===== config.mk =====
export PLATFORM = sky130hd
export DESIGN_NAME = bpsk_demodulator
export DESIGN_NICKNAME = d
export VERILOG_FILES = /design/src/rtl/bpsk_demodulator.sv
export SDC_FILE = /design/constraint.sdc
export NUM_CORES = 1
export LEC_CHECK = 0
export ABC_CLOCK_PERIOD_IN_PS = 3790
export CAP_MARGIN = 40
export CELL_PAD_IN_SITES_DETAIL_PLACEMENT = 1
export CELL_PAD_IN_SITES_GLOBAL_PLACEMENT = 2
export CORE_ASPECT_RATIO = 0.6
export CORE_MARGIN = 1.5
export CORE_UTILIZATION = 40
export CTS_CLUSTER_SIZE = 20
export DETAILED_ROUTE_END_ITERATION = 16
export GPL_ROUTABILITY_DRIVEN = 0
export PLACE_DENSITY = 0.83
export SLEW_MARGIN = 10
export SYNTH_ARGS = -nofsm -noshare
export SYNTH_HDL_FRONTEND = slang
export SYNTH_SLANG_ARGS = --single-unit

===== constraint.sdc =====
create_clock -name clk -period 3.79 [get_ports clk]
set_clock_uncertainty 0.1 [all_clocks]
set_input_delay 0.9475 -clock clk [delete_from_list [all_inputs] [get_ports clk]]
set_output_delay 0.9475 -clock clk [all_outputs]
set_load 0.05 [all_outputs]

===== src/rtl/bpsk_demodulator.sv =====
// Coherent BPSK demodulator: correlates each received sample against the shared
// sine reference, integrates over one symbol, slices the sign into a bit and
// packs DATA_WIDTH bits (MSB first) into an output word.
module bpsk_demodulator #(
    parameter int SAMPLE_NUMBER = 256,
    parameter int SAMPLE_WIDTH  = 12,
    parameter int DATA_WIDTH    = 12,
    localparam int CNT_WIDTH    = $clog2(SAMPLE_NUMBER)
) (
    input  logic                           clk,
    input  logic                           arst,
    input  logic                           en,
    input  logic signed [SAMPLE_WIDTH-1:0] signal_in,
    input  logic signed [SAMPLE_WIDTH-1:0] sine_in,
    input  logic        [CNT_WIDTH-1:0]    cnt_in,
    output logic                           bit_out,
    output logic                           bit_valid,
    output logic        [DATA_WIDTH-1:0]   data_out,
    output logic                           data_valid
);

    localparam int PROD_WIDTH = 2 * SAMPLE_WIDTH;
    localparam int ACC_WIDTH  = PROD_WIDTH + CNT_WIDTH;
    localparam int BC_WIDTH   = $clog2(DATA_WIDTH);

    typedef enum logic {
        IDLE,
        RUN
    } state_t;

    state_t                        state_q, state_d;

    // Stage 1: product and symbol-boundary flags
    logic signed [PROD_WIDTH-1:0]  prod_q, prod_d;
    logic                          first_q, first_d;
    logic                          last_q, last_d;
    logic                          s1_vld_q, s1_vld_d;

    // Stage 2: integrator
    logic signed [ACC_WIDTH-1:0]   acc_q, acc_d;
    logic                          s2_vld_q, s2_vld_d;

    // Stage 3: slicer and word assembly
    logic [DATA_WIDTH-1:0]         shift_q, shift_d;
    logic [BC_WIDTH-1:0]           bit_cnt_q, bit_cnt_d;
    logic                          bit_out_q, bit_out_d;
    logic                          bit_valid_q, bit_valid_d;
    logic [DATA_WIDTH-1:0]         data_out_q, data_out_d;
    logic                          data_valid_q, data_valid_d;

    logic                          cnt_is_first;
    logic                          cnt_is_last;
    logic                          upd1;
    logic                          upd2;
    logic                          sliced;
    logic signed [ACC_WIDTH-1:0]   acc_next;
    logic [DATA_WIDTH-1:0]         shift_next;

    // FSM next state: enter RUN only on a symbol boundary, leave as soon as en drops
    always_comb begin
        state_d = state_q;
        unique case (state_q)
            IDLE: if (en && cnt_is_first) state_d = RUN;
            RUN:  if (!en)                state_d = IDLE;
            default:                      state_d = IDLE;
        endcase
    end

    // Datapath next-state for all three pipeline stages
    always_comb begin
        cnt_is_first = (cnt_in == '0);
        cnt_is_last  = (cnt_in == CNT_WIDTH'(SAMPLE_NUMBER - 1));

        // Stage 1: a sample is consumed when running, or on the boundary that starts a run
        s1_vld_d = en && ((state_q == RUN) || cnt_is_first);
        prod_d   = PROD_WIDTH'(signal_in) * PROD_WIDTH'(sine_in);
        first_d  = cnt_is_first;
        last_d   = cnt_is_last;

        // Stage 2: a first sample restarts integration, which also absorbs any
        // cnt_in discontinuity without emitting a bit
        upd1     = s1_vld_q && en;
        acc_next = first_q ? ACC_WIDTH'(prod_q) : acc_q + ACC_WIDTH'(prod_q);
        acc_d    = upd1 ? acc_next : acc_q;
        s2_vld_d = upd1 && last_q;

        // Stage 3: the completed symbol sum sits in acc_q for exactly one cycle
        upd2       = s2_vld_q && en;
        sliced     = !acc_q[ACC_WIDTH-1] && (acc_q != '0);
        shift_next = {shift_q[DATA_WIDTH-2:0], sliced};

        shift_d      = shift_q;
        bit_cnt_d    = bit_cnt_q;
        bit_out_d    = bit_out_q;
        bit_valid_d  = 1'b0;
        data_out_d   = data_out_q;
        data_valid_d = 1'b0;

        if (!en) begin
            // Abort: drop the partial word; outputs keep their last values
            shift_d   = '0;
            bit_cnt_d = '0;
        end else if (upd2) begin
            shift_d     = shift_next;
            bit_out_d   = sliced;
            bit_valid_d = 1'b1;
            if (bit_cnt_q == BC_WIDTH'(DATA_WIDTH - 1)) begin
                bit_cnt_d    = '0;
                data_out_d   = shift_next;
                data_valid_d = 1'b1;
            end else begin
                bit_cnt_d = bit_cnt_q + 1'b1;
            end
        end
    end

    // State and pipeline registers
    always_ff @(posedge clk or posedge arst) begin
        if (arst) begin
            state_q      <= IDLE;
            prod_q       <= '0;
            first_q      <= 1'b0;
            last_q       <= 1'b0;
            s1_vld_q     <= 1'b0;
            acc_q        <= '0;
            s2_vld_q     <= 1'b0;
            shift_q      <= '0;
            bit_cnt_q    <= '0;
            bit_out_q    <= 1'b0;
            bit_valid_q  <= 1'b0;
            data_out_q   <= '0;
            data_valid_q <= 1'b0;
        end else begin
            state_q      <= state_d;
            prod_q       <= prod_d;
            first_q      <= first_d;
            last_q       <= last_d;
            s1_vld_q     <= s1_vld_d;
            acc_q        <= acc_d;
            s2_vld_q     <= s2_vld_d;
            shift_q      <= shift_d;
            bit_cnt_q    <= bit_cnt_d;
            bit_out_q    <= bit_out_d;
            bit_valid_q  <= bit_valid_d;
            data_out_q   <= data_out_d;
            data_valid_q <= data_valid_d;
        end
    end

    assign bit_out    = bit_out_q;
    assign bit_valid  = bit_valid_q;
    assign data_out   = data_out_q;
    assign data_valid = data_valid_q;

endmodule


# --- Word level (Yosys, flattened, before mapping) ---
# Cells that the tools add are included.
word_totals:
  reg_bits: 91
  output_inout_bits: 15
op_classes:
  add_sub_neg: 2
  multipliers: 1
  eq_ne: 3
  mux: 14
  bitwise_logic: 1
  reduce_logical: 12
op_table:
  columns: ["op", "n"]
  rows:
  - ["adder 32 x 24 -> 32 bit", 1]
  - ["2-to-1 mux 32 bit", 1]
  - ["nonzero test 32 bit", 1]
  - ["multiplier 12 x 12 -> 24 bit", 1]
  - ["2-to-1 mux 11 bit", 2]
  - ["2-to-1 mux 4 bit", 3]
  - ["equality test 8 bit, second input constant", 1]
  - ["logical NOT 8 bit", 1]
  - ["2-to-1 mux 1 bit", 7]
  - ["logical AND 1 bit", 6]
  - ["adder 4 x 1 -> 4 bit, second input constant", 1]
  - ["equality test 4 bit, second input constant", 1]
  - ["AND reduction 3 bit", 1]
  - ["inequality test 2 x 1 -> 1 bit, second input constant", 1]
  - ["one-hot mux 1 bit (2 select lines)", 1]
  - ["AND reduction 2 bit", 1]
  - ["logical NOT 1 bit", 1]
  - ["logical OR 1 bit", 1]
  - ["NOT 1 bit", 1]

# --- Logic depth before layout (Yosys ltp) ---
# Gate-level depths: netlist of run 1.
depth:
  ltp_word: 4
  mapped_depth: 22
  depth_no_buf: 21

# --- Worst setup path before layout of run 1 ---
# Ideal clock, no wire load.
synth_timing:
  kind: "input-to-reg"
  from: "input port sine_in[2]"
  to: "register prod_q[23]"
  setup_time_ns: 0.123
  t_arrival_ns: 5.470
  slack_ns: -1.903
  stages: 20
  path_buffers: 1
  path_cell_list: "clkbuf_1 nand2_1 fa_1 inv_1 ha_1 fa_1 inv_1 fa_1 fa_1 inv_1 ha_1 nor2b_1 o21ai_1 a21boi_1 o21ai_1 a2111o_1 a31oi_1 a41o_1 o21ba_1 xnor2_1"
synth_via:
  elab_chain_len: 1
synth_lines:
  columns: ["element", "line_no", "source"]
  rows:
  - ["start, declared", "14", "input logic signed [SAMPLE_WIDTH-1:0] sine_in,"]
  - ["multiplier 12 x 12 -> 24 bit", "76", "prod_d = PROD_WIDTH'(signal_in) * PROD_WIDTH'(sine_in);"]
  - ["net prod_d[23]", "34", "logic signed [PROD_WIDTH-1:0] prod_q, prod_d;"]
  - ["end signal, assigned", "135", "prod_q <= prod_d;"]
  - ["end, declared", "34", null]
# The timed path passes the listed nets, and every way through them passes these cells.
# A chain may end at the register's enable or synchronous reset.

# --- Worst setup path after layout of run 1 ---
layout_timing:
  from: "input port sine_in[1]"
  to: "register prod_q[22]"
# Same word-level chain as after synthesis.

==> results of run 1 <==
## critical path, cell delays in order
cell	delay (ns)
sky130_fd_sc_hd__buf_6	0.07
sky130_fd_sc_hd__buf_6	0.12
sky130_fd_sc_hd__buf_6	0.13
sky130_fd_sc_hd__nand2_4	0.05
sky130_fd_sc_hd__fa_2	0.56
sky130_fd_sc_hd__inv_2	0.05
sky130_fd_sc_hd__ha_4	0.15
sky130_fd_sc_hd__fa_1	0.49
sky130_fd_sc_hd__inv_2	0.05
sky130_fd_sc_hd__fa_1	0.48
sky130_fd_sc_hd__fa_1	0.56
sky130_fd_sc_hd__inv_2	0.06
sky130_fd_sc_hd__ha_4	0.24
sky130_fd_sc_hd__buf_4	0.15
sky130_fd_sc_hd__a21oi_4	0.20
sky130_fd_sc_hd__o21ai_4	0.08
sky130_fd_sc_hd__o41ai_4	0.42
sky130_fd_sc_hd__o21ai_2	0.13
sky130_fd_sc_hd__o211ai_1	0.32
sky130_fd_sc_hd__o21ai_2	0.11
sky130_fd_sc_hd__o211ai_1	0.21
sky130_fd_sc_hd__xnor2_1	0.14
## final cells by class
class | instances | area, um^2
clock buffer | 11 | 253
sequential | 91 | 2280
tap | 352 | 440
clock inverter | 5 | 83.8
fill | 2869 | 11600
multi-input combinational | 805 | 8020
timing repair buffer | 204 | 2120
inverter | 176 | 666
## through the flow
stage	worst slack, ns	utilization	instance area [um^2]	cells	TNS (ns)
detailed placement	-2.45	0.486	12400	1568	-34.83
floorplan	-1.55	-	10900	1111	-18.85
global route	-1.94	0.545	13900	1644	-23.95
finish	-1.76	0.545	13900	1644	-21.88
CTS	-1.69	0.530	13500	1631	-20.63
global placement	-2.36	0.486	12400	1568	-33.56
## state kept, by name, summed over array words and instances (netlist names)
register / flops
data_valid: 1
data_out: 12
state_q: 1
bit_valid: 1
acc_q: 32
prod_q: 24
shift_q: 11
bit_cnt_q: 4
first_q: 1
s1_vld_q: 1
bit_out: 1
s2_vld_q: 1
last_q: 1
## cells in the final DEF, fill, tap and decap left out, types with 7 or more instances in the layout
cell and count:
sky130_fd_sc_hd__o21ai_1 10, sky130_fd_sc_hd__ha_4 19, sky130_fd_sc_hd__and2_1 35, sky130_fd_sc_hd__mux2i_1 18, sky130_fd_sc_hd__clkdlybuf4s50_1 25, sky130_fd_sc_hd__and3_1 9
sky130_fd_sc_hd__nor4_1 8, sky130_fd_sc_hd__clkbuf_16 9, sky130_fd_sc_hd__fa_2 12, sky130_fd_sc_hd__buf_12 23, sky130_fd_sc_hd__o21ai_0 28, sky130_fd_sc_hd__inv_2 40
sky130_fd_sc_hd__dfrtp_1 91, sky130_fd_sc_hd__or3_1 7, sky130_fd_sc_hd__a21o_1 13, sky130_fd_sc_hd__buf_6 34, sky130_fd_sc_hd__xnor2_1 30, sky130_fd_sc_hd__fa_1 127
sky130_fd_sc_hd__nand2_2 19, sky130_fd_sc_hd__a21oi_1 46, sky130_fd_sc_hd__nand2_4 12, sky130_fd_sc_hd__buf_4 103, sky130_fd_sc_hd__inv_1 134, sky130_fd_sc_hd__a221o_1 7
sky130_fd_sc_hd__a211oi_1 7, sky130_fd_sc_hd__nor3_1 11, sky130_fd_sc_hd__nor2_1 37, sky130_fd_sc_hd__nor2b_1 17, sky130_fd_sc_hd__o21a_1 12, sky130_fd_sc_hd__o211ai_1 8
sky130_fd_sc_hd__ha_1 62, sky130_fd_sc_hd__and2_4 10, sky130_fd_sc_hd__mux2_2 13, sky130_fd_sc_hd__nand3_1 9, sky130_fd_sc_hd__xor2_1 10, sky130_fd_sc_hd__nand2_1 114
## cell families (layout without fill, tap and decap cells)
| group | count (synthesis) | count (layout) | synth area share |
|---|---|---|---|
| flip-flops | 91 | 91 | 0.219 |
| adder cells (fa/ha/maj) | 222 | 222 | 0.367 |
| multiplexers | 31 | 31 | 0.0314 |
| AO/OA/AOI/OAI | 178 | 178 | 0.116 |
| XOR/XNOR | 45 | 45 | 0.0378 |
| AND/OR/NAND/NOR | 329 | 329 | 0.152 |
| buffers and inverters | 215 | 396 | 0.0775 |
## synthesized netlist by cell type (all sizes together), types with 9 or more instances
| cell type | count |
|---|---|
| a211oi | 10 |
| and3 | 9 |
| a21oi | 53 |
| fa | 139 |
| nor3 | 14 |
| mux2i | 18 |
| nor2 | 46 |
| o21a | 12 |
| and2 | 45 |
| nand3 | 10 |
| xnor2 | 35 |
| nand2 | 145 |
| mux2 | 13 |
| inv | 175 |
| o21ai | 44 |
| dfrtp | 91 |
| clkbuf | 35 |
| xor2 | 10 |
| ha | 83 |
| a21o | 13 |
| nor2b | 20 |
## repair_timing
| action | 4_1_cts | 5_1_grt |
|---|---|---|
| gates resized for setup | 196 | 94 |
| endpoints found under the setup margin | 19 | 18 |
| pin swaps | 77 | 84 |
| buffers inserted | 44 | 21 |
| hold buffers | 0 | 0 |
| gates cloned | 4 | 0 |
## path summary, 6_finish.rpt
kind                            start          end  slack (ns)  cells after the start
setup / recovery           sine_in[1]   prod_q[22]       -1.76                     22
hold / removal                 last_q     s2_vld_q        0.39                      1
setup reg to reg             acc_q[2]    acc_q[27]        0.51                     10
hold reg to reg                last_q     s2_vld_q        0.39                      1
max in group asynchronous        arst    acc_q[16]        1.99                      3
min in group asynchronous        arst  data_out[4]        0.92                      2
## power groups by stage
stage	clock [W]	sequential [W]	combinational (W)
2_1_floorplan	0	0.00132	0.00537
3_3_place_gp	0	0.00136	0.00778
3_5_place_dp	0	0.00136	0.00801
4_1_cts	0.00103	0.00134	0.00882
5_1_grt	0.00107	0.00135	0.0109
6_report	0.00101	0.00134	0.00988
## routing by layer
layer  vias up  global-route usage  part of all wire
li1       3940                   -                 -
met1      4436               0.371              0.50
met2       145               0.365              0.45
met3        21              0.0363             0.041
met4         0              0.0328            0.0069
met5         -                   0                 0
==> impl_metrics.prom, run 1 <==
# TYPE chip_impl_metric gauge
chip_impl_metric{name="crit_path_max_fanout",unit=""} 4
chip_impl_metric{name="post-dp-hpwl",unit="um"} 22900
chip_impl_info{name="failed_checks",value="setup timing"} 1
chip_impl_metric{name="worst-endpoint-arrival",unit="ns"} 5.72
chip_impl_metric{name="critPathRequiredTime",unit="ns"} 3.96
chip_impl_metric{name="synthCells",unit=""} 1111
chip_impl_metric{name="slew_viol_final",unit=""} 0
chip_impl_metric{name="first_pass_iters",unit=""} 4
chip_impl_metric{name="worst_hold_slack",unit="ns"} 0.390
chip_impl_info{name="worstSetupEndpointType",value="flip-flop"} 1
chip_impl_metric{name="cts_max_level",unit=""} 3
chip_impl_metric{name="cts.sink_count",unit=""} 91
chip_impl_metric{name="post-synth-top-area-fraction",unit=""} 0.267
chip_impl_info{name="outcome",value="finished, violations left"} 1
chip_impl_metric{name="vdd_ir_drop_max",unit="V"} 0.000713
chip_impl_metric{name="power.switching",unit="W"} 0.00538
chip_impl_metric{name="detail_route.drc_violations",unit=""} 0
chip_impl_metric{name="max_freq",unit="GHz"} 0.180
chip_impl_info{name="rsz0062_at_grt",value="yes"} 1
chip_impl_metric{name="grt_use_total",unit=""} 0.241
chip_impl_info{name="cts_tree",value="built"} 1
chip_impl_metric{name="port_bufs",unit=""} 49
chip_impl_metric{name="yosysUniqueCellTypes",unit=""} 61
chip_impl_metric{name="cts_buffers",unit=""} 9
chip_impl_metric{name="route.detailed.wl_per_inst",unit="um"} 19.2
chip_impl_metric{name="seqPwrFrac",unit=""} 0.110
chip_impl_info{name="synth.area.top_cells",value="sky130_fd_sc_hd__fa_1, sky130_fd_sc_hd__dfrtp_1, sky130_fd_sc_hd__ha_1"} 1
chip_impl_metric{name="post_drt_via_cell_ratio",unit=""} 5.20
chip_impl_info{name="clockRootBuffer",value="sky130_fd_sc_hd__clkbuf_16"} 1
chip_impl_metric{name="layout_setup_ws",unit="ns"} -1.76
chip_impl_metric{name="syn_avg_cell_area",unit="um^2"} 9.38
chip_impl_metric{name="worst_slew_pin_slew",unit="ns"} 0.780
chip_impl_metric{name="grt_max_degree",unit=""} 49
chip_impl_metric{name="insertion_delay_of_the_later_clocked_pin_in_the_worst_skew_pair",unit="ns"} 0.35
chip_impl_metric{name="dieHeight",unit="um"} 128
chip_impl_metric{name="core_region_area",unit="um^2"} 25400
chip_impl_metric{name="worst_slew_margin_rel",unit=""} 0.478
chip_impl_info{name="critical_path_class",value="in -> reg"} 1
chip_impl_metric{name="mappedNetlistNets",unit=""} 1368
chip_impl_metric{name="yosysWarningCount",unit=""} 0
chip_impl_metric{name="timing.final.crit_share",unit=""} 1.46
chip_impl_metric{name="clk_pin_slew",unit="ns"} 0.06
chip_impl_metric{name="powerDensity",unit="nW/um^2"} 882
chip_impl_metric{name="nNetsFinal",unit=""} 1544
chip_impl_metric{name="max-clock-path-buffers",unit=""} 2
chip_impl_metric{name="timing.max_cap.violations",unit=""} 0
chip_impl_metric{name="grt_overflow_total",unit=""} 0
chip_impl_metric{name="switching_share",unit=""} 0.440
chip_impl_metric{name="setup_violations",unit=""} 18
chip_impl_metric{name="initial_utilization",unit=""} 0.409
chip_impl_metric{name="p_int",unit="W"} 0.00684
chip_impl_metric{name="dr.first_iter.drc_count",unit=""} 407
chip_impl_metric{name="area_growth",unit="%"} 33.1
chip_impl_metric{name="finalWirelength",unit="um"} 31600
chip_impl_metric{name="clock_power_share",unit=""} 0.082
chip_impl_info{name="post_synthesis_cell_type_with_the_largest_combined_area",value="sky130_fd_sc_hd__fa_1"} 1
chip_impl_metric{name="grt_pass1_wl",unit="um"} 50100
chip_impl_metric{name="detailroute.via_count",unit=""} 8542
chip_impl_metric{name="timing.final.hold_violations",unit=""} 0
chip_impl_metric{name="synth-async-reset-ratio",unit=""} 1.00
chip_impl_info{name="hp-class",value="reg -> reg"} 1
chip_impl_metric{name="die-width",unit="um"} 211
chip_impl_metric{name="antenna_left",unit=""} 0
chip_impl_metric{name="synth_edf_count",unit=""} 0
chip_impl_metric{name="post_route_cells_drive_above_1_share",unit=""} 0.291
chip_impl_info{name="dominantRegCellSynth",value="sky130_fd_sc_hd__dfrtp_1"} 1
chip_impl_metric{name="min_period",unit="ns"} 5.55
chip_impl_metric{name="first_global_vias",unit=""} 9144
chip_impl_info{name="start_kind",value="input pin"} 1
chip_impl_metric{name="dieArea",unit="um^2"} 27000
chip_impl_metric{name="post-layout-total-power",unit="W"} 0.0122
chip_impl_metric{name="diodes",unit=""} 0
chip_impl_metric{name="synth_seq_area_share",unit=""} 0.219
chip_impl_metric{name="yosys_register_bits",unit=""} 91
chip_impl_metric{name="row_count",unit=""} 45
chip_impl_metric{name="combinationalPowerShare",unit=""} 0.808
chip_impl_metric{name="synth.cell_area",unit="um^2"} 10400
chip_impl_metric{name="num_io_pins",unit=""} 50
chip_impl_metric{name="leakagePower",unit="nW"} 6.67
chip_impl_metric{name="initial_antenna_violation_count",unit=""} 0
No activity file was read; power rests on OpenSTA's default activity.
==> inputs of run 2 (changes only) <==
--- a/config.mk
+++ b/config.mk
@@ -5,7 +5,7 @@
 export SDC_FILE = /design/constraint.sdc
 export NUM_CORES = 1
 export LEC_CHECK = 0
-export ABC_CLOCK_PERIOD_IN_PS = 3790
+export ABC_CLOCK_PERIOD_IN_PS = 5700
 export CAP_MARGIN = 40
 export CELL_PAD_IN_SITES_DETAIL_PLACEMENT = 1
 export CELL_PAD_IN_SITES_GLOBAL_PLACEMENT = 2
==> constraint.sdc (replaced) <==
create_clock -name clk -period 5.7 [get_ports clk]
set_clock_uncertainty 0.1 [all_clocks]
set_input_delay 1.425 -clock clk [delete_from_list [all_inputs] [get_ports clk]]
set_output_delay 1.425 -clock clk [all_outputs]
set_load 0.05 [all_outputs]
==> run 2 against run 1 <==
Net effect:
- the run still ends with setup timing left
- first-iteration DRC count is 14% higher
- critical endpoint is now prod_q[23]
- sequential power is 33% lower
- sequential share of layout area increased by 0.44 points
- register-to-register slack improved by 1.9 ns
- critical path type unchanged
- critical path depth shrank 5
- core utilization is 1.4 points lower
==> impl_metrics.prom, run 2 (same netlist as run 1, synthesis figures left out) <==
# TYPE chip_impl_metric gauge
chip_impl_metric{name="path_buf_inv",unit=""} 4
chip_impl_metric{name="grt_max_degree",unit=""} 58
chip_impl_metric{name="antenna_left",unit=""} 0
chip_impl_info{name="critical_path.most_common_cell",value="sky130_fd_sc_hd__fa_1"} 1
chip_impl_metric{name="timing.final.crit_share",unit=""} 1.06
chip_impl_metric{name="max-clock-path-buffers",unit=""} 2
chip_impl_metric{name="power.switching",unit="W"} 0.00349
chip_impl_info{name="hp-start",value="state_q"} 1
chip_impl_metric{name="p_int",unit="W"} 0.00430
chip_impl_metric{name="cts_max_level",unit=""} 3
chip_impl_metric{name="powerDensity",unit="nW/um^2"} 577
chip_impl_metric{name="die-width",unit="um"} 211
chip_impl_metric{name="switching_share",unit=""} 0.448
chip_impl_metric{name="post_route_cells_drive_above_1_share",unit=""} 0.259
chip_impl_metric{name="slew_viol_final",unit=""} 0
chip_impl_info{name="registers.top_by_ff_count",value="acc_q"} 1
chip_impl_metric{name="cts_buffers",unit=""} 9
chip_impl_metric{name="dr.first_iter.drc_count",unit=""} 465
chip_impl_metric{name="layout_setup_ws",unit="ns"} -0.324
chip_impl_metric{name="crit_path_max_fanout",unit=""} 5
chip_impl_metric{name="initial_utilization",unit=""} 0.409
chip_impl_info{name="failed_checks",value="setup timing"} 1
chip_impl_metric{name="finalWirelength",unit="um"} 30700
chip_impl_info{name="critPathSlowestCell",value="sky130_fd_sc_hd__fa_1"} 1
chip_impl_info{name="path_cells",value="buf_2 -> buf_4 -> and2_1 -> fa_1 -> fa_1 -> fa_1 -> fa_1 -> inv_2 -> fa_1 -> inv_2 -> ha_4 -> nor2_1 -> a2111o_1 -> a31oi_2 -> a41o_1 -> o21ba_1 -> xnor2_1"} 1
chip_impl_metric{name="final_cells",unit=""} 1641
chip_impl_metric{name="detailroute.via_count",unit=""} 8395
chip_impl_metric{name="grt_overflow_total",unit=""} 0
chip_impl_info{name="regToRegStartpoint",value="acc_q[10]"} 1
chip_impl_metric{name="fin_tns_setup",unit="ns"} -1.49
chip_impl_metric{name="insertion_delay_of_the_later_clocked_pin_in_the_worst_skew_pair",unit="ns"} 0.35
chip_impl_info{name="critical_path_class",value="in -> reg"} 1
chip_impl_metric{name="post_drt_via_cell_ratio",unit=""} 5.12
chip_impl_metric{name="fillers",unit=""} 2891
chip_impl_metric{name="largest_register_ff_count",unit=""} 32
chip_impl_metric{name="worst-endpoint-arrival",unit="ns"} 6.20
chip_impl_metric{name="leakagePower",unit="nW"} 6.53
chip_impl_metric{name="nNetsFinal",unit=""} 1541
chip_impl_metric{name="max_freq",unit="GHz"} 0.166
chip_impl_metric{name="diodes",unit=""} 0
chip_impl_info{name="cts_tree",value="built"} 1
chip_impl_metric{name="dieArea",unit="um^2"} 27000
chip_impl_metric{name="grt_use_total",unit=""} 0.235
chip_impl_info{name="hp-class",value="reg -> reg"} 1
chip_impl_metric{name="post-dp-hpwl",unit="um"} 22700
chip_impl_metric{name="critPathRequiredTime",unit="ns"} 5.88
chip_impl_metric{name="worst_slew_pin_slew",unit="ns"} 0.738
chip_impl_info{name="clockRootBuffer",value="sky130_fd_sc_hd__clkbuf_16"} 1
chip_impl_metric{name="detail_route.drc_violations",unit=""} 0
chip_impl_metric{name="worst_slew_margin_rel",unit=""} 0.508
chip_impl_metric{name="multi_input_comb_area",unit="um^2"} 7900
chip_impl_info{name="worstSetupEndpointType",value="flip-flop"} 1
chip_impl_metric{name="num_io_pins",unit=""} 50
chip_impl_info{name="mostFrequentLayoutCells",value="sky130_fd_sc_hd__inv_1, sky130_fd_sc_hd__fa_1, sky130_fd_sc_hd__nand2_1"} 1
chip_impl_metric{name="core_region_area",unit="um^2"} 25400
chip_impl_info{name="start_kind",value="input pin"} 1
chip_impl_metric{name="route.detailed.wl_per_inst",unit="um"} 18.7
chip_impl_info{name="outcome",value="finished, violations left"} 1
chip_impl_metric{name="initial_antenna_violation_count",unit=""} 0
chip_impl_metric{name="seqPwrFrac",unit=""} 0.116
chip_impl_metric{name="grt_pass1_wl",unit="um"} 49100
chip_impl_metric{name="cts.sink_count",unit=""} 91
chip_impl_metric{name="critical_path.max_stage_delay",unit="ns"} 0.58
chip_impl_metric{name="combinationalPowerShare",unit=""} 0.809
chip_impl_metric{name="clock_power_share",unit=""} 0.075
chip_impl_metric{name="port_bufs",unit=""} 49
chip_impl_metric{name="dpl.cell_count",unit=""} 1564
chip_impl_metric{name="first_pass_iters",unit=""} 5
chip_impl_metric{name="timing.final.hold_violations",unit=""} 0
chip_impl_metric{name="timing.max_cap.violations",unit=""} 0
chip_impl_metric{name="row_count",unit=""} 45
chip_impl_metric{name="area_growth",unit="%"} 29.6
chip_impl_metric{name="seqCellArea",unit="um^2"} 2280
chip_impl_metric{name="vdd_ir_drop_max",unit="V"} 0.000469
chip_impl_metric{name="clk_pin_slew",unit="ns"} 0.07
chip_impl_metric{name="min_period",unit="ns"} 6.02
chip_impl_info{name="final_common_cell",value="sky130_fd_sc_hd__inv_1"} 1
chip_impl_metric{name="cts_hold_buffers",unit=""} 0
chip_impl_info{name="critPathLaunch",value="signal_in[2]"} 1
chip_impl_metric{name="first_global_vias",unit=""} 9126
chip_impl_metric{name="setup_violations",unit=""} 7
chip_impl_info{name="rsz0062_at_grt",value="yes"} 1
chip_impl_metric{name="dieHeight",unit="um"} 128
chip_impl_info{name="cp_top_family",value="adder cells"} 1
[run 2: cell count changes in the layout (fill, tap and decap cells not counted), moves of 4 or more]
cell	previous run	this run
sky130_fd_sc_hd__buf_12	23	15
sky130_fd_sc_hd__nor2_2	6	1
sky130_fd_sc_hd__inv_2	40	22
sky130_fd_sc_hd__nor2_1	37	42
sky130_fd_sc_hd__xnor2_2	5	1
sky130_fd_sc_hd__buf_4	103	115
sky130_fd_sc_hd__inv_1	134	152
sky130_fd_sc_hd__xnor2_1	30	34
sky130_fd_sc_hd__buf_6	34	22
sky130_fd_sc_hd__nand2_2	19	13
sky130_fd_sc_hd__nand2_1	114	123
[run 2: final timing paths]
kind	endpoint	slack (ns)	cells after the start
worst min register to register	state_q	0.40	1
min in group asynchronous	acc_q[26]	1.46	2
max in group asynchronous	acc_q[18]	3.08	3
worst max-delay path	prod_q[23]	-0.32	17
worst max register to register	acc_q[27]	2.44	10
worst min-delay path	state_q	0.40	1
[run 2: per-stage QoR]
| stage | total power (W) | util | setup WS, ns | cell area (um^2) | hold WS (ns) |
|---|---|---|---|---|---|
| after floorplan | 0.00442 | - | -0.122 | 10800 | 0.365 |
| after global placement | 0.00603 | 0.481 | -0.984 | 12200 | 0.374 |
| after detailed placement | 0.00617 | 0.482 | -1.05 | 12300 | 0.378 |
| after CTS | 0.00724 | 0.519 | -0.223 | 13200 | 0.398 |
| after global routing | 0.00852 | 0.530 | -0.483 | 13500 | 0.428 |
| final | 0.00779 | 0.530 | -0.324 | 13500 | 0.398 |
[run 2: final cells by class]
type                            count  area share
Clock inverter                      7     0.00436
Multi-Input combinational cell    805       0.585
Sequential cell                    91       0.169
Clock buffer                        9      0.0167
Timing Repair Buffer              201       0.143
Inverter                          176      0.0492
Tap cell                          352      0.0326
[run 2: what timing repair did]
item                                    CTS  global route
gates resized for setup                 144            79
pin swaps                                54            67
setup buffers                            45            16
cloned                                    4             0
endpoints found under the setup margin   12            10
[run 2: power groups by stage]
stage	Sequential, W	Combinational, W	Clock, W
2_1_floorplan	0.000875	0.00354	0
3_3_place_gp	0.000911	0.00512	0
3_5_place_dp	0.000913	0.00526	0
4_1_cts	0.000902	0.00574	0.000595
5_1_grt	0.000914	0.00698	0.000619
6_report	0.000903	0.00630	0.000581
[run 2: per-layer routing]
| metal | track usage | vias up | routed length [um] |
|---|---|---|---|
| met5 | 0 | - | 0 |
| met4 | 0.0294 | 0 | 231 |
| met3 | 0.0348 | 23 | 1070 |
| met2 | 0.352 | 113 | 13400 |
| met1 | 0.368 | 4314 | 16000 |
| li1 | - | 3945 | - |
==> inputs of run 3 (changes only) <==
--- a/config.mk
+++ b/config.mk
@@ -9,8 +9,7 @@
 export CAP_MARGIN = 40
 export CELL_PAD_IN_SITES_DETAIL_PLACEMENT = 1
 export CELL_PAD_IN_SITES_GLOBAL_PLACEMENT = 2
-export CORE_ASPECT_RATIO = 0.6
-export CORE_MARGIN = 1.5
+export CORE_ASPECT_RATIO = 1.1
 export CORE_UTILIZATION = 40
 export CTS_CLUSTER_SIZE = 20
 export DETAILED_ROUTE_END_ITERATION = 16
==> run 3 against run 2 <==
Net effect:
- the run still ends with setup timing left
- die area down 1.3%
- final area decreased by 0.57%
- non-clock buffer count rose by 2
- clock power rose by 3.6%
- sequential share of layout area up 0.096 points
- flip-flop and latch count unchanged
- largest power group unchanged
- highest routed layer unchanged
==> impl_metrics.prom, run 3 (same netlist as run 1, synthesis figures left out) <==
# TYPE chip_impl_metric gauge
chip_impl_info{name="outcome",value="finished, violations left"} 1
chip_impl_info{name="failed_checks",value="setup timing"} 1
chip_impl_metric{name="met1_use_gr",unit=""} 0.266
chip_impl_metric{name="met3_track_utilization_from_global_routing",unit=""} 0.0191
chip_impl_metric{name="timing.final.crit_share",unit=""} 1.05
chip_impl_metric{name="grt_use_total",unit=""} 0.224
chip_impl_info{name="critical_path_class",value="in -> reg"} 1
chip_impl_metric{name="critPathRequiredTime",unit="ns"} 5.86
chip_impl_metric{name="die-width",unit="um"} 156
chip_impl_metric{name="antenna_left",unit=""} 0
chip_impl_metric{name="crit_path_max_fanout",unit=""} 5
chip_impl_metric{name="dieHeight",unit="um"} 171
chip_impl_metric{name="first_global_vias",unit=""} 9350
chip_impl_info{name="rsz0062_at_grt",value="yes"} 1
chip_impl_metric{name="initial_utilization",unit=""} 0.410
chip_impl_metric{name="leakagePower",unit="nW"} 6.53
chip_impl_info{name="cts_tree",value="built"} 1
chip_impl_metric{name="slew_viol_final",unit=""} 0
chip_impl_metric{name="cts_buffers",unit=""} 9
chip_impl_metric{name="setup_violations",unit=""} 8
chip_impl_metric{name="seqPwrFrac",unit=""} 0.125
chip_impl_metric{name="p_int",unit="W"} 0.00414
chip_impl_metric{name="grt_overflow_total",unit=""} 0
chip_impl_metric{name="max-clock-path-buffers",unit=""} 2
chip_impl_metric{name="fin_tns_setup",unit="ns"} -1.14
chip_impl_metric{name="diodes",unit=""} 0
chip_impl_metric{name="cts_max_level",unit=""} 3
chip_impl_metric{name="area_growth",unit="%"} 28.9
chip_impl_metric{name="port_bufs",unit=""} 49
chip_impl_metric{name="largest_register_ff_count",unit=""} 32
chip_impl_metric{name="first_pass_iters",unit=""} 4
chip_impl_metric{name="grt_pass1_wl",unit="um"} 46900
chip_impl_metric{name="worst_hold_slack",unit="ns"} 0.394
chip_impl_metric{name="detailedPlace.worstSlack",unit="ns"} -1.10
chip_impl_metric{name="dieArea",unit="um^2"} 26700
chip_impl_metric{name="min_period",unit="ns"} 5.97
chip_impl_metric{name="grt_util_met2",unit=""} 0.424
chip_impl_metric{name="switching_share",unit=""} 0.425
chip_impl_metric{name="combinationalPowerShare",unit=""} 0.791
chip_impl_metric{name="powerDensity",unit="nW/um^2"} 536
chip_impl_metric{name="grt_max_degree",unit=""} 49
chip_impl_metric{name="max_freq",unit="GHz"} 0.167
chip_impl_info{name="start_kind",value="input pin"} 1
chip_impl_info{name="clockRootBuffer",value="sky130_fd_sc_hd__clkbuf_16"} 1
chip_impl_info{name="registers.top_by_ff_count",value="acc_q"} 1
chip_impl_metric{name="vdd_ir_drop_max",unit="V"} 0.000306
chip_impl_metric{name="power.switching",unit="W"} 0.00305
chip_impl_info{name="global_route_hottest_layer",value="met2"} 1
chip_impl_info{name="mostFrequentLayoutCells",value="sky130_fd_sc_hd__inv_1, sky130_fd_sc_hd__fa_1, sky130_fd_sc_hd__buf_4"} 1
chip_impl_metric{name="nNetsFinal",unit=""} 1543
chip_impl_metric{name="worst-endpoint-arrival",unit="ns"} 6.13
chip_impl_metric{name="worst_slew_pin_slew",unit="ns"} 0.828
chip_impl_metric{name="route.detailed.wl_per_inst",unit="um"} 17.9
chip_impl_metric{name="dr.first_iter.drc_count",unit=""} 228
chip_impl_metric{name="detailroute.via_count",unit=""} 8298
chip_impl_metric{name="timing.final.hold_violations",unit=""} 0
chip_impl_metric{name="post_drt_via_cell_ratio",unit=""} 5.07
chip_impl_info{name="worstSetupEndpointType",value="flip-flop"} 1
chip_impl_metric{name="insertion_delay_of_the_later_clocked_pin_in_the_worst_skew_pair",unit="ns"} 0.34
chip_impl_metric{name="fillers",unit=""} 2849
chip_impl_metric{name="worst_slew_margin_rel",unit=""} 0.448
chip_impl_metric{name="detail_route.drc_violations",unit=""} 0
chip_impl_metric{name="clk_pin_slew",unit="ns"} 0.07
chip_impl_metric{name="core_region_area",unit="um^2"} 25400
chip_impl_info{name="hp-class",value="reg -> reg"} 1
chip_impl_metric{name="timing.max_cap.violations",unit=""} 0
chip_impl_metric{name="cts.sink_count",unit=""} 91
chip_impl_metric{name="num_io_pins",unit=""} 50
chip_impl_metric{name="finalWirelength",unit="um"} 29300
chip_impl_metric{name="initial_antenna_violation_count",unit=""} 0
chip_impl_metric{name="row_count",unit=""} 61
chip_impl_info{name="final_common_cell",value="sky130_fd_sc_hd__inv_1"} 1
chip_impl_metric{name="layout_setup_ws",unit="ns"} -0.271
chip_impl_metric{name="post-dp-hpwl",unit="um"} 21600
chip_impl_metric{name="post_route_cells_drive_above_1_share",unit=""} 0.249
chip_impl_metric{name="clock_power_share",unit=""} 0.084
-- run 3: timing repair --
action,4_1_cts,5_1_grt
setup buffers,31,12
pin swaps,43,46
cloned,8,0
hold buffers,0,0
setup endpoints to repair,12,11
gates resized for setup,137,79
-- run 3: path summary, 6_finish.rpt --
| kind | from | to | slack, ns | cells after the start |
|---|---|---|---|---|
| setup / recovery | signal_in[3] | prod_q[23] | -0.27 | 21 |
| hold / removal | bit_out | bit_out | 0.39 | 2 |
| setup reg to reg | acc_q[0] | acc_q[30] | 2.62 | 12 |
| hold reg to reg | bit_out | bit_out | 0.39 | 2 |
| max in group asynchronous | arst | acc_q[13] | 3.28 | 4 |
| min in group asynchronous | arst | data_out[10] | 1.29 | 2 |
-- run 3: layout make-up --
class,instances,area [um^2],area share
clock buffers,9,225,0.0168
clock inverters,6,72.6,0.00541
inverters,176,667,0.0497
multi-input cells,805,7800,0.581
flip-flops and latches,91,2280,0.170
well taps,346,433,0.0322
repair buffers,203,1950,0.145
-- run 3: worst max-delay path, cell delays in order --
cell and delay [ns]:
sky130_fd_sc_hd__buf_2 0.08, sky130_fd_sc_hd__buf_6 0.12, sky130_fd_sc_hd__buf_4 0.12, sky130_fd_sc_hd__nand2_1 0.07, sky130_fd_sc_hd__fa_2 0.56, sky130_fd_sc_hd__inv_1 0.06
sky130_fd_sc_hd__ha_1 0.22, sky130_fd_sc_hd__fa_1 0.55, sky130_fd_sc_hd__inv_1 0.06, sky130_fd_sc_hd__fa_1 0.48, sky130_fd_sc_hd__inv_1 0.06, sky130_fd_sc_hd__fa_1 0.51
sky130_fd_sc_hd__ha_4 0.31, sky130_fd_sc_hd__o21ai_4 0.06, sky130_fd_sc_hd__a21boi_4 0.17, sky130_fd_sc_hd__o21ai_4 0.08, sky130_fd_sc_hd__a2111o_1 0.46, sky130_fd_sc_hd__a31oi_2 0.24
sky130_fd_sc_hd__a41o_1 0.20, sky130_fd_sc_hd__o21ba_1 0.15, sky130_fd_sc_hd__xnor2_1 0.13
-- run 3: power by group through the flow --
stage                     Clock (W)  Combinational (W)  Sequential, W
after global routing       0.000644            0.00638       0.000914
after CTS                  0.000620            0.00564       0.000902
final                      0.000602            0.00569       0.000903
after detailed placement          0            0.00527       0.000913
after global placement            0            0.00505       0.000911
after floorplan                   0            0.00354       0.000875
-- run 3: per-layer routing --
metal	routed length [um]	vias up
met5	0	-
met4	747	0
met3	485	49
met2	15600	118
met1	12500	4198
li1	-	3933
-- run 3: per-stage QoR --
stage	area [um^2]	instances	utilization	total power, W
after global placement	12300	1572	0.483	0.00596
final	13400	1636	0.528	0.00719
after global routing	13400	1636	0.528	0.00794
after floorplan	10800	1111	-	0.00442
after detailed placement	12300	1574	0.485	0.00619
after CTS	13200	1627	0.519	0.00716
